$ cat config.mk
export PLATFORM = sky130hd
export DESIGN_NAME = csr_timer
export DESIGN_NICKNAME = d
export VERILOG_FILES = /design/src/rtl/csr_timer.sv
export SDC_FILE = /design/constraint.sdc
export NUM_CORES = 1
export LEC_CHECK = 0
export BUFFER_PORTS_ARGS = -buffer_cell sky130_fd_sc_hd__buf_2
export CAP_MARGIN = 10
export CELL_PAD_IN_SITES_DETAIL_PLACEMENT = 1
export CELL_PAD_IN_SITES_GLOBAL_PLACEMENT = 2
export CORE_MARGIN = 5
export CORE_UTILIZATION = 30
export DETAILED_ROUTE_END_ITERATION = 8
export PLACE_DENSITY = 0.91
export SETUP_SLACK_MARGIN = 0.05
export SLEW_MARGIN = 5
export SYNTH_ARGS = -nofsm -noshare
export SYNTH_HDL_FRONTEND = slang
export SYNTH_SLANG_ARGS = --single-unit
$ cat constraint.sdc
create_clock -name clk -period 7.35 [get_ports clk]
set_input_delay 1.47 -clock clk [delete_from_list [all_inputs] [get_ports clk]]
set_output_delay 1.47 -clock clk [all_outputs]
set_load 0.02 [all_outputs]
$ cat src/rtl/csr_timer.sv
// Constant timer (TID/TCFG/TVAL/TICLR) and 64-bit stable counter beside the CSR unit.
// Optional macro STABLE_COUNTER_EN builds the stable counter; otherwise stable_cnt_o is 0.
module csr_timer #(
  parameter logic [31:0] TID_INIT = 32'h0
) (
  input  logic        clk,
  input  logic        reset,
  input  logic        csr_re_i,
  input  logic [13:0] csr_rnum_i,
  output logic [31:0] csr_rdata_o,
  input  logic        csr_we_i,
  input  logic [13:0] csr_wnum_i,
  input  logic [31:0] csr_wdata_i,
  output logic        timer_int_o,
  output logic [63:0] stable_cnt_o,
  output logic [31:0] counter_id_o
);

  localparam logic [13:0] CsrTid   = 14'h40;
  localparam logic [13:0] CsrTcfg  = 14'h41;
  localparam logic [13:0] CsrTval  = 14'h42;
  localparam logic [13:0] CsrTiclr = 14'h44;
  localparam logic [31:0] TvalIdle = 32'hFFFF_FFFF;

  logic [31:0] tid_q, tid_d;
  logic [31:0] tcfg_q, tcfg_d;
  logic [31:0] tval_q, tval_d;
  logic        pend_q, pend_d;

  logic wr_tid, wr_tcfg, wr_ticlr, expire;

  assign wr_tid   = csr_we_i && (csr_wnum_i == CsrTid);
  assign wr_tcfg  = csr_we_i && (csr_wnum_i == CsrTcfg);
  assign wr_ticlr = csr_we_i && (csr_wnum_i == CsrTiclr);
  assign expire   = tcfg_q[0] && (tval_q == 32'h0);

  always_comb begin
    tid_d  = tid_q;
    tcfg_d = tcfg_q;
    tval_d = tval_q;
    pend_d = pend_q;
    if (wr_tid) tid_d = csr_wdata_i;
    if (wr_tcfg) tcfg_d = csr_wdata_i;
    // A TCFG write always reloads TVAL, even if it collides with an expiry.
    if (wr_tcfg) begin
      tval_d = {csr_wdata_i[31:2], 2'b00};
    end else if (tcfg_q[0]) begin
      if (tval_q == 32'h0) begin
        tval_d = tcfg_q[1] ? {tcfg_q[31:2], 2'b00} : TvalIdle;
      end else if (tval_q != TvalIdle) begin
        tval_d = tval_q - 32'd1;
      end
    end
    if (wr_ticlr && csr_wdata_i[0]) pend_d = 1'b0;
    if (expire) pend_d = 1'b1;
  end

  always_ff @(posedge clk) begin
    if (reset) begin
      tid_q  <= TID_INIT;
      tcfg_q <= 32'h0;
      tval_q <= TvalIdle;
      pend_q <= 1'b0;
    end else begin
      tid_q  <= tid_d;
      tcfg_q <= tcfg_d;
      tval_q <= tval_d;
      pend_q <= pend_d;
    end
  end

  always_comb begin
    csr_rdata_o = 32'h0;
    if (csr_re_i) begin
      case (csr_rnum_i)
        CsrTid:  csr_rdata_o = tid_q;
        CsrTcfg: csr_rdata_o = tcfg_q;
        CsrTval: csr_rdata_o = tval_q;
        default: csr_rdata_o = 32'h0;
      endcase
    end
  end

  assign timer_int_o  = pend_q;
  assign counter_id_o = tid_q;

`ifdef STABLE_COUNTER_EN
  logic [63:0] stable_cnt_q;

  always_ff @(posedge clk) begin
    if (reset) begin
      stable_cnt_q <= 64'h0;
    end else begin
      stable_cnt_q <= stable_cnt_q + 64'd1;
    end
  end

  assign stable_cnt_o = stable_cnt_q;
`else
  assign stable_cnt_o = 64'h0;
`endif

endmodule

==> results of run 1 <==
-- cell families after synthesis --
kind of cell	Yosys count	synth area share, %
AO/OA/AOI/OAI	205	23.4
XOR/XNOR	14	2.09
adder cells (fa/ha/maj)	3	0.640
buffers and inverters	140	13.5
flip-flops	97	33.1
multiplexers	2	0.341
other	1	0.0639
AND/OR/NAND/NOR	335	26.9
-- cell usage in the layout, fill, tap and decap left out, types with 7 or more instances in the layout --
master	instances
dfxtp_1	97
buf_4	11
conb_1	64
buf_2	127
a222oi_1	32
nor3_1	28
nand3_1	14
nor2_1	57
a21oi_1	94
xnor2_1	7
xor2_1	7
a31oi_1	10
nor4_1	13
clkbuf_16	9
nand4_1	16
o21ai_0	13
nand2_1	161
-- registers in the layout (all words and copies together) (netlist names) --
register / flops
timer_int_o: 1
tcfg_q: 32
tval_q: 32
counter_id_o: 32
-- synthesized netlist by cell type (all sizes together) (2+ instances only) --
cell type    n
a211oi       2
or2          2
ha           3
a31oi       10
nor3        30
nand3       14
o221ai       4
nor2b        2
nand3b       6
nor4        16
nand4       16
xnor2        7
or3          6
o21bai       3
a221oi       2
inv          4
o21ai       16
o32a         2
nand2b       4
nor2        57
a2bb2oi      2
nor3b        2
mux2i        2
xor2         7
nand2      161
buf         71
dfxtp       97
o21a         4
a222oi      32
o22ai        2
a211o        4
or4          8
nor4b        6
o211ai       5
a21oi       94
o31ai        5
o31a         3
o311ai       6
clkbuf      64
a32oi        3
a2111oi      2
-- metrics by stage --
stage	setup WS (ns)	hold slack [ns]	util (%)	total power, mW
3_3_place_gp	2.02	0.454	33.1	0.604
5_1_grt	1.63	0.490	34.5	1.08
2_1_floorplan	2.82	0.439	-	0.604
3_5_place_dp	1.94	0.464	33.1	0.605
4_1_cts	1.89	0.474	34.5	1.05
6_report	1.87	0.470	34.5	1.04
-- routing by layer --
layer / part of all wire (%) / track usage (%) / wire (um)
met1: 45 / 26.0 / 9800
met2: 46 / 30.7 / 10000
met3: 6.7 / 3.57 / 1460
met4: 1.3 / 4.80 / 290
met5: 0.060 / 0 / 13
-- path summary, 6_finish.rpt --
path                    startpoint               end  slack, ns  cells past startpoint
setup / recovery     csr_rnum_i[3]   csr_rdata_o[19]       1.87                      8
hold / removal    counter_id_o[18]  counter_id_o[18]       0.47                      2
setup reg to reg        tval_q[12]         tval_q[7]       3.86                      5
hold reg to reg   counter_id_o[18]  counter_id_o[18]       0.47                      2
-- worst reg2reg max path, stage by stage, from the launching register on --
cell and delay, ns:
dfxtp_1 0.41, or4_4 0.61, nor4_2 0.63, nand3_1 0.89, o311ai_0 0.66, a31oi_1 0.14
-- power groups by stage --
stage	registers [mW]	logic (mW)	clock network [mW]
6_report	0.526	0.0687	0.443
5_1_grt	0.525	0.0750	0.475
4_1_cts	0.525	0.0680	0.454
3_5_place_dp	0.537	0.0678	0
3_3_place_gp	0.537	0.0671	0
2_1_floorplan	0.537	0.0665	0
-- cell type report --
type	count	area share (%)
inverter	5	0.281
sequential	97	29.1
multi-input combinational	623	50.9
timing repair buffer	138	10.8
clock buffer	14	3.96
tap	265	4.97
==> impl.org, run 1 <==
** Outcome
- Result of the run :: completed

** Clock network
- TritonCTS sink count :: 97
- TritonCTS built the clock tree.
- Buffer cell driving the clock tree root :: clkbuf_16
- H-tree Lvls :: 3
- Count of hold-fix buffers inserted at cts :: 0
- Setup fix buffers added after clock tree synthesis :: 0
- In this run the deepest clock path goes through 2 buffers.
- Post-CTS repair changed the size of 0 cells.
- Clock transition time at the flip-flop clock pins of the worst setup and hold paths :: 0.06 ns
- Later-pin clock latency in the skew report :: 0.35 ns
- Clock tree synthesis inserted a total of 9 buffers.

** Yosys
- Portion of the post-synthesis area used by sequential elements :: 33.1%
- Cell type with the highest aggregate area in the netlist :: dfxtp_1
- The synthesized design contains 97 register bits.
- Yosys attributes the largest share of cell area to dfxtp_1 33%, nand2_1 10%, buf_4 8.2%.
- During synthesis, Yosys emitted a total of 0 warnings.
- Syn Area/Cell :: 7.36 um^2
- Summing every instance area after synthesis gives 5860 um^2.
- After synthesis, the largest area contributor takes up 33.1% of total cell area.
- In the synthesized netlist the async set-or-reset flop fraction comes to 0%.
- The netlist uses 59 different library cells.
- For this run, the leading register cell type out of synthesis is dfxtp_1.
- Synthesis handed over a netlist of 797 instances.
- Yosys mapped a number of flops with a built-in enable equal to 0.

** GRT
- GRT Util Overall :: 19.0%
- Global-route wire length before repair :: 34.0 mm
- Largest net degree at the start of global routing :: 75
- The initial antenna violation count came to 1.
- Vias in the first global route :: 6134
- Global route overflow :: 0

** Job
- Across the run, the number of max-cap violations was 0.

** Routing
- After detailed routing, the total wire length is 21.6 mm.
- For this block, the via count after detailed routing is 6127.
- After detailed routing, the number of remaining DRC violations is 0.
- Count of TritonRoute iterations in the first routing pass :: 8
- Routed via count divided by cell count :: 5.37
- The first routing iteration left 483 violations.
- In this run the remaining antenna-violating nets after routing total 0.
- Post-DR wirelength/cell :: 18.9 um

** Critical path
- In this run the worst path has a maximum fanout of 21.
- For the worst setup path, the data arrival time is 4.01 ns.
- At the worst endpoint, the required time is 5.88 ns.
- Together, buffers and inverters on the worst path number 3.
- Cells traversed along the worst timing path :: buf_2, nor4_1, nand3_1, nor3b_2, o21ai_2, buf_4, nor2_1, buf_2
- Maximum single-stage delay on the critical path :: 0.86 ns
- STA classifies the critical path endpoint as an output pin.
- Highest-delay cell along the critical path :: nor3b_2
- Top Family by Delay on Critical Path :: simple AND/OR/NAND/NOR gates
- By instance count, the cell type seen most on the critical path is buf_2.
- Kind of start point of the critical path :: input pin
- By startpoint and endpoint, the worst setup path is classified as in2out.

** Power
- Internal power comes to 0.786 mW.
- Switching share of total power :: 24.2%
- For this design the total switching power over the nets is 0.251 mW.
- Share of total power in sequential cells :: 50.6%
- In this run the static leakage power is 2.51 nW.
- Power spread over the standard cell area amounts to 155 nW/um^2.
- Combinational logic burns 6.6% of the power.
- VDD sags by at most 0.107 mV.
- Clock network fraction of design power :: 42.7%

** STA
- Crit path time final :: 5.48 ns
- The number of failing hold endpoints at the final stage was 0.
- For this run, the top clock speed supported by timing is 0.183 GHz.
- At the pin with the least slew margin, the transition time is 1.09 ns.
- Clock skew :: 0.00502 ns
- Slew HR :: 26.6%
- The final count of pins violating max slew came to 0.
- Adding up every negative setup slack in the final design gives 0 ns.
- Setup repair after global routing left no endpoint under its margin.
- Setup violations remaining at the end of the flow were counted as 0.
- Post-route clock period utilization :: 74.5%

** Floorplanning
- The floorplan step set the die width to 150 um.
- The floorplan step set the die height to 150 um.
- Area of the die :: 22400 um^2
- The floorplan step defined a core boundary enclosing 19300 um^2.
- Starting utilization of the core area :: 30.3%
- 193 I/O pins were placed.
- Site Rows :: 51

** Min path
- Hold Crit Class :: reg2reg

** Finish
- Summing all multi-input logic gate instances after layout gives 3400 um^2.
- Counting the fill cells in the layout gives 2450.
- Of the cells placed in the final design, the portion with a size suffix greater than 1 is 18.7%.
- Summing all non-filler instances in the final layout gives an area of 6670 um^2.
- Final cell count without fillers :: 1142
- Number of inserted diodes :: 0
- Final #Nets :: 941
- The area growth from synthesis to layout is 13.8%.
- Sequential cell area :: 1940 um^2

** Placed design
- Placement-stage cell area :: 6410 um^2
- Counting tap cells, the placed design contains a total of 1128 instances.
- DP Wirelength :: 14.8 mm
- Number of input and output port buffers inserted :: 128
- Placer congestion estimate :: 0.852
Power figures use the tool's default switching activity.
==> inputs of run 2 (changes only) <==
CORE_UTILIZATION = 28   (was 30)
PLACE_DENSITY = 0.86   (was 0.91)
clock period = 5.1 ns   (was 7.35 ns; I/O delays follow)
==> run 2 against run 1 <==
Hold slack worse by 0.0032 ns. Die area grew 6.7%. Wire length fell by 0.39%. Via count decreased by 0.87%. Global-route usage is 1.3 points lower.
==> impl.org, run 2 (synthesis results as in run 1) <==
** Finish
- The area added between synthesis and finish is 15.2% (was 13.8%).
- Final #Nets :: 943 (was 941)
- Design Area, Final :: 6760 um^2 (was 6670 um^2)
- Most common cell after layout, fill and taps aside :: nand2_1 (unchanged)
- The number of antenna cells inserted was 0 (unchanged).
- Commonest cells after routing, fill and taps aside :: 161 x nand2_1, 127 x buf_2, 97 x dfxtp_1 (unchanged)
- Share of final-layout standard cells stronger than drive strength 1 :: 19.1% (was 18.7%)

** STA
- The number of failing hold endpoints at the final stage came to 0 (unchanged).
- Crit path time final :: 3.99 ns
- Post-route clock period utilization :: 78.2%
- Derived from the worst setup path, the maximum achievable clock frequency is 0.251 GHz.
- Setup WS post-layout :: 1.11 ns (was 1.87 ns)
- The clock skew came to 0.00836 ns (was 0.00502 ns).
- RSZ-0062 raised after global routing :: false (unchanged)
- Sum of negative setup slack :: 0 ns (unchanged)
- The final count of pins violating max slew came to 0 (unchanged).
- Slew HR :: 27.6% (was 26.6%)
- The transition at the pin with the smallest max-transition slack was 1.08 ns (was 1.09 ns).
- The final setup violation count is 0 (unchanged).

** Power
- Share of total power in sequential cells :: 47.0% (was 50.6%)
- The worst supply voltage drop on vdd is 0.129 mV (was 0.107 mV).
- The share of power burned in the clock network is 46.9% (was 42.7%).
- Internal :: 1.22 mW (was 0.786 mW)
- The power dissipated by switching net loads was 0.387 mW (was 0.251 mW).
- The power density over cell area came to 238 nW/um^2 (was 155 nW/um^2).
- The proportion of total power due to net switching was 24.0% (was 24.2%).
- Static leakage :: 2.54 nW (was 2.51 nW)
- Fraction of power consumed by combinational cells :: 6.1% (was 6.6%)

** Critical path
- The largest fanout of any net on the critical path is 33 (was 21).
- The capture instance of the worst register-to-register path is tval_q[26] (was tval_q[7]).
- Worst setup path startpoint :: csr_rnum_i[7] (was csr_rnum_i[3])
- The kind of end point of the critical path was an output pin (unchanged).
- Reg2Reg Depth :: 6 (was 5)
- The startpoint of the lowest-slack register-to-register path was tval_q[12] (unchanged).
- Setup slack on the worst flop-to-flop path :: 1.67 ns (was 3.86 ns)
- Required time reported for the critical path endpoint :: 4.08 ns (was 5.88 ns)
- The path type of the worst setup path was in2out (unchanged).
- The type of origin of the critical path is an input pin (unchanged).
- Arrival time reported for the critical path endpoint :: 2.97 ns (was 4.01 ns)

** GRT
- The pin count of the biggest net entering global routing is 71 (was 75).
- The via count of the first global-routing pass is 6173 (was 6134).
- Initial antenna violation count :: 1 (unchanged)
- GRT Util Overall :: 17.6% (was 19.0%)
- The global route total overflow came to 0 (unchanged).
- Global-route wire length before repair :: 34.0 mm (about the same)

** Clock network
- The TritonCTS clock tree was built (unchanged).
- The clock root buffer is clkbuf_16 (unchanged).
- Later-pin clock latency in the skew report :: 0.36 ns (was 0.35 ns)
- The post-CTS clock slew at the launch and capture registers of the worst setup and hold paths is 0.07 ns (was 0.06 ns).
- The maximum buffer depth of the clock tree was 2 (unchanged).
- Total clock buffers created by CTS :: 9 (unchanged)
- The CTS H-tree depth was 3 (unchanged).
- The post-cts hold buffer count is 0 (unchanged).
- The TritonCTS sink count was 97 (unchanged).
- Number of instances resized during post-cts repair :: 0 (unchanged)
- The count of buffers added by post-CTS timing repair for setup is 0 (unchanged).

** Outcome
- Result of the run: completed (unchanged).

** Min path
- Hold Crit Class :: reg2reg (unchanged)
- HP Start :: tcfg_q[23] (was counter_id_o[18])
- Hold-critical path endpoint :: tcfg_q[23] (was counter_id_o[18])
- The number of instances on the worst hold path came to 2 (unchanged).

** Floorplanning
- The die area came to 23900 um^2 (was 22400 um^2).
- The floorplan die height came to 155 um (was 150 um).
- I/O pin count :: 193 (unchanged)
- Core area :: 20800 um^2 (was 19300 um^2)
- The horizontal die dimension was 155 um (was 150 um).
- Starting utilization of the core area :: 28.2% (was 30.3%)
- The number of rows in the core area came to 53 (was 51).

** Routing
- Count of TritonRoute iterations in the first routing pass :: 8 (unchanged)
- Starting DRC count in detailed routing :: 588 (was 483)
- The total via count in the routed design came to 6074 (was 6127).
- Post-DR wirelength/cell :: 18.6 um (was 18.9 um)
- Remaining antenna violation count :: 0 (unchanged)
- Total wire length :: 21.5 mm (was 21.6 mm)
- Routed via count divided by cell count :: 5.25 (was 5.37)
- DRC Markers :: 0 (unchanged)

** Placed design
- The worst slack after detailed placement came to 1.09 ns (was 1.94 ns).
- Number of input and output port buffers inserted :: 128 (unchanged)
- Placement-stage cell area :: 6430 um^2 (was 6410 um^2)
- The placed wire-length estimate after detailed placement is 14.9 mm (was 14.8 mm).
- The weighted congestion reported at the end of routability-driven placement came to 0.859 (was 0.852).

** Job
- Number of max-cap violations :: 0 (unchanged)
run 2: stage by stage:
stage	hold slack [ns]	utilization [%]	total power [mW]	std cells
6_report	0.467	32.5	1.61	1156
5_1_grt	0.487	32.5	1.67	1156
4_1_cts	0.467	32.5	1.62	1156
3_5_place_dp	0.460	30.9	0.871	1140
3_3_place_gp	0.456	30.9	0.871	1140
2_1_floorplan	0.439	-	0.870	860
run 2: power groups by stage:
stage | logic (mW) | clock network (mW) | registers, mW
global placement | 0.0965 | 0 | 0.775
CTS | 0.0968 | 0.771 | 0.757
global route | 0.107 | 0.808 | 0.757
floorplan | 0.0959 | 0 | 0.774
finish | 0.0984 | 0.756 | 0.757
detailed placement | 0.0966 | 0 | 0.775
run 2: final cells by class:
type                    count  area (um^2)
flip-flops and latches     97         1940
well taps                 275          344
clock inverters             4         76.3
repair buffers            140          733
inverters                   5         18.8
fillers                  2644        14100
multi-input cells         623         3400
clock buffers              12          246
run 2: worst max path at each step:
stage	endpoint	slack, ns	cells past startpoint
2_1_floorplan	csr_rdata_o[23]	1.47	6
3_3_place_gp	csr_rdata_o[31]	1.13	9
3_5_place_dp	csr_rdata_o[31]	1.09	9
4_1_cts	csr_rdata_o[31]	1.07	9
5_1_grt	csr_rdata_o[10]	0.92	9
6_report	csr_rdata_o[31]	1.11	9
run 2: per-layer routing:
metal | global-route usage, % | part of all wire (%) | up-vias
li1 | - | - | 2920
met1 | 23.8 | 46 | 2917
met2 | 28.2 | 46 | 210
met3 | 3.92 | 6.4 | 25
met4 | 5.34 | 1.8 | 2
met5 | 0 | 0.060 | -
run 2: worst max-delay path: stages:
cell and delay [ns]:
buf_2 0.10, nor4b_1 0.28, nand3_1 0.19, nor3b_2 0.20
buf_4 0.40, o21ai_2 0.10, buf_4 0.27, nor2_1 0.21
buf_2 0.19
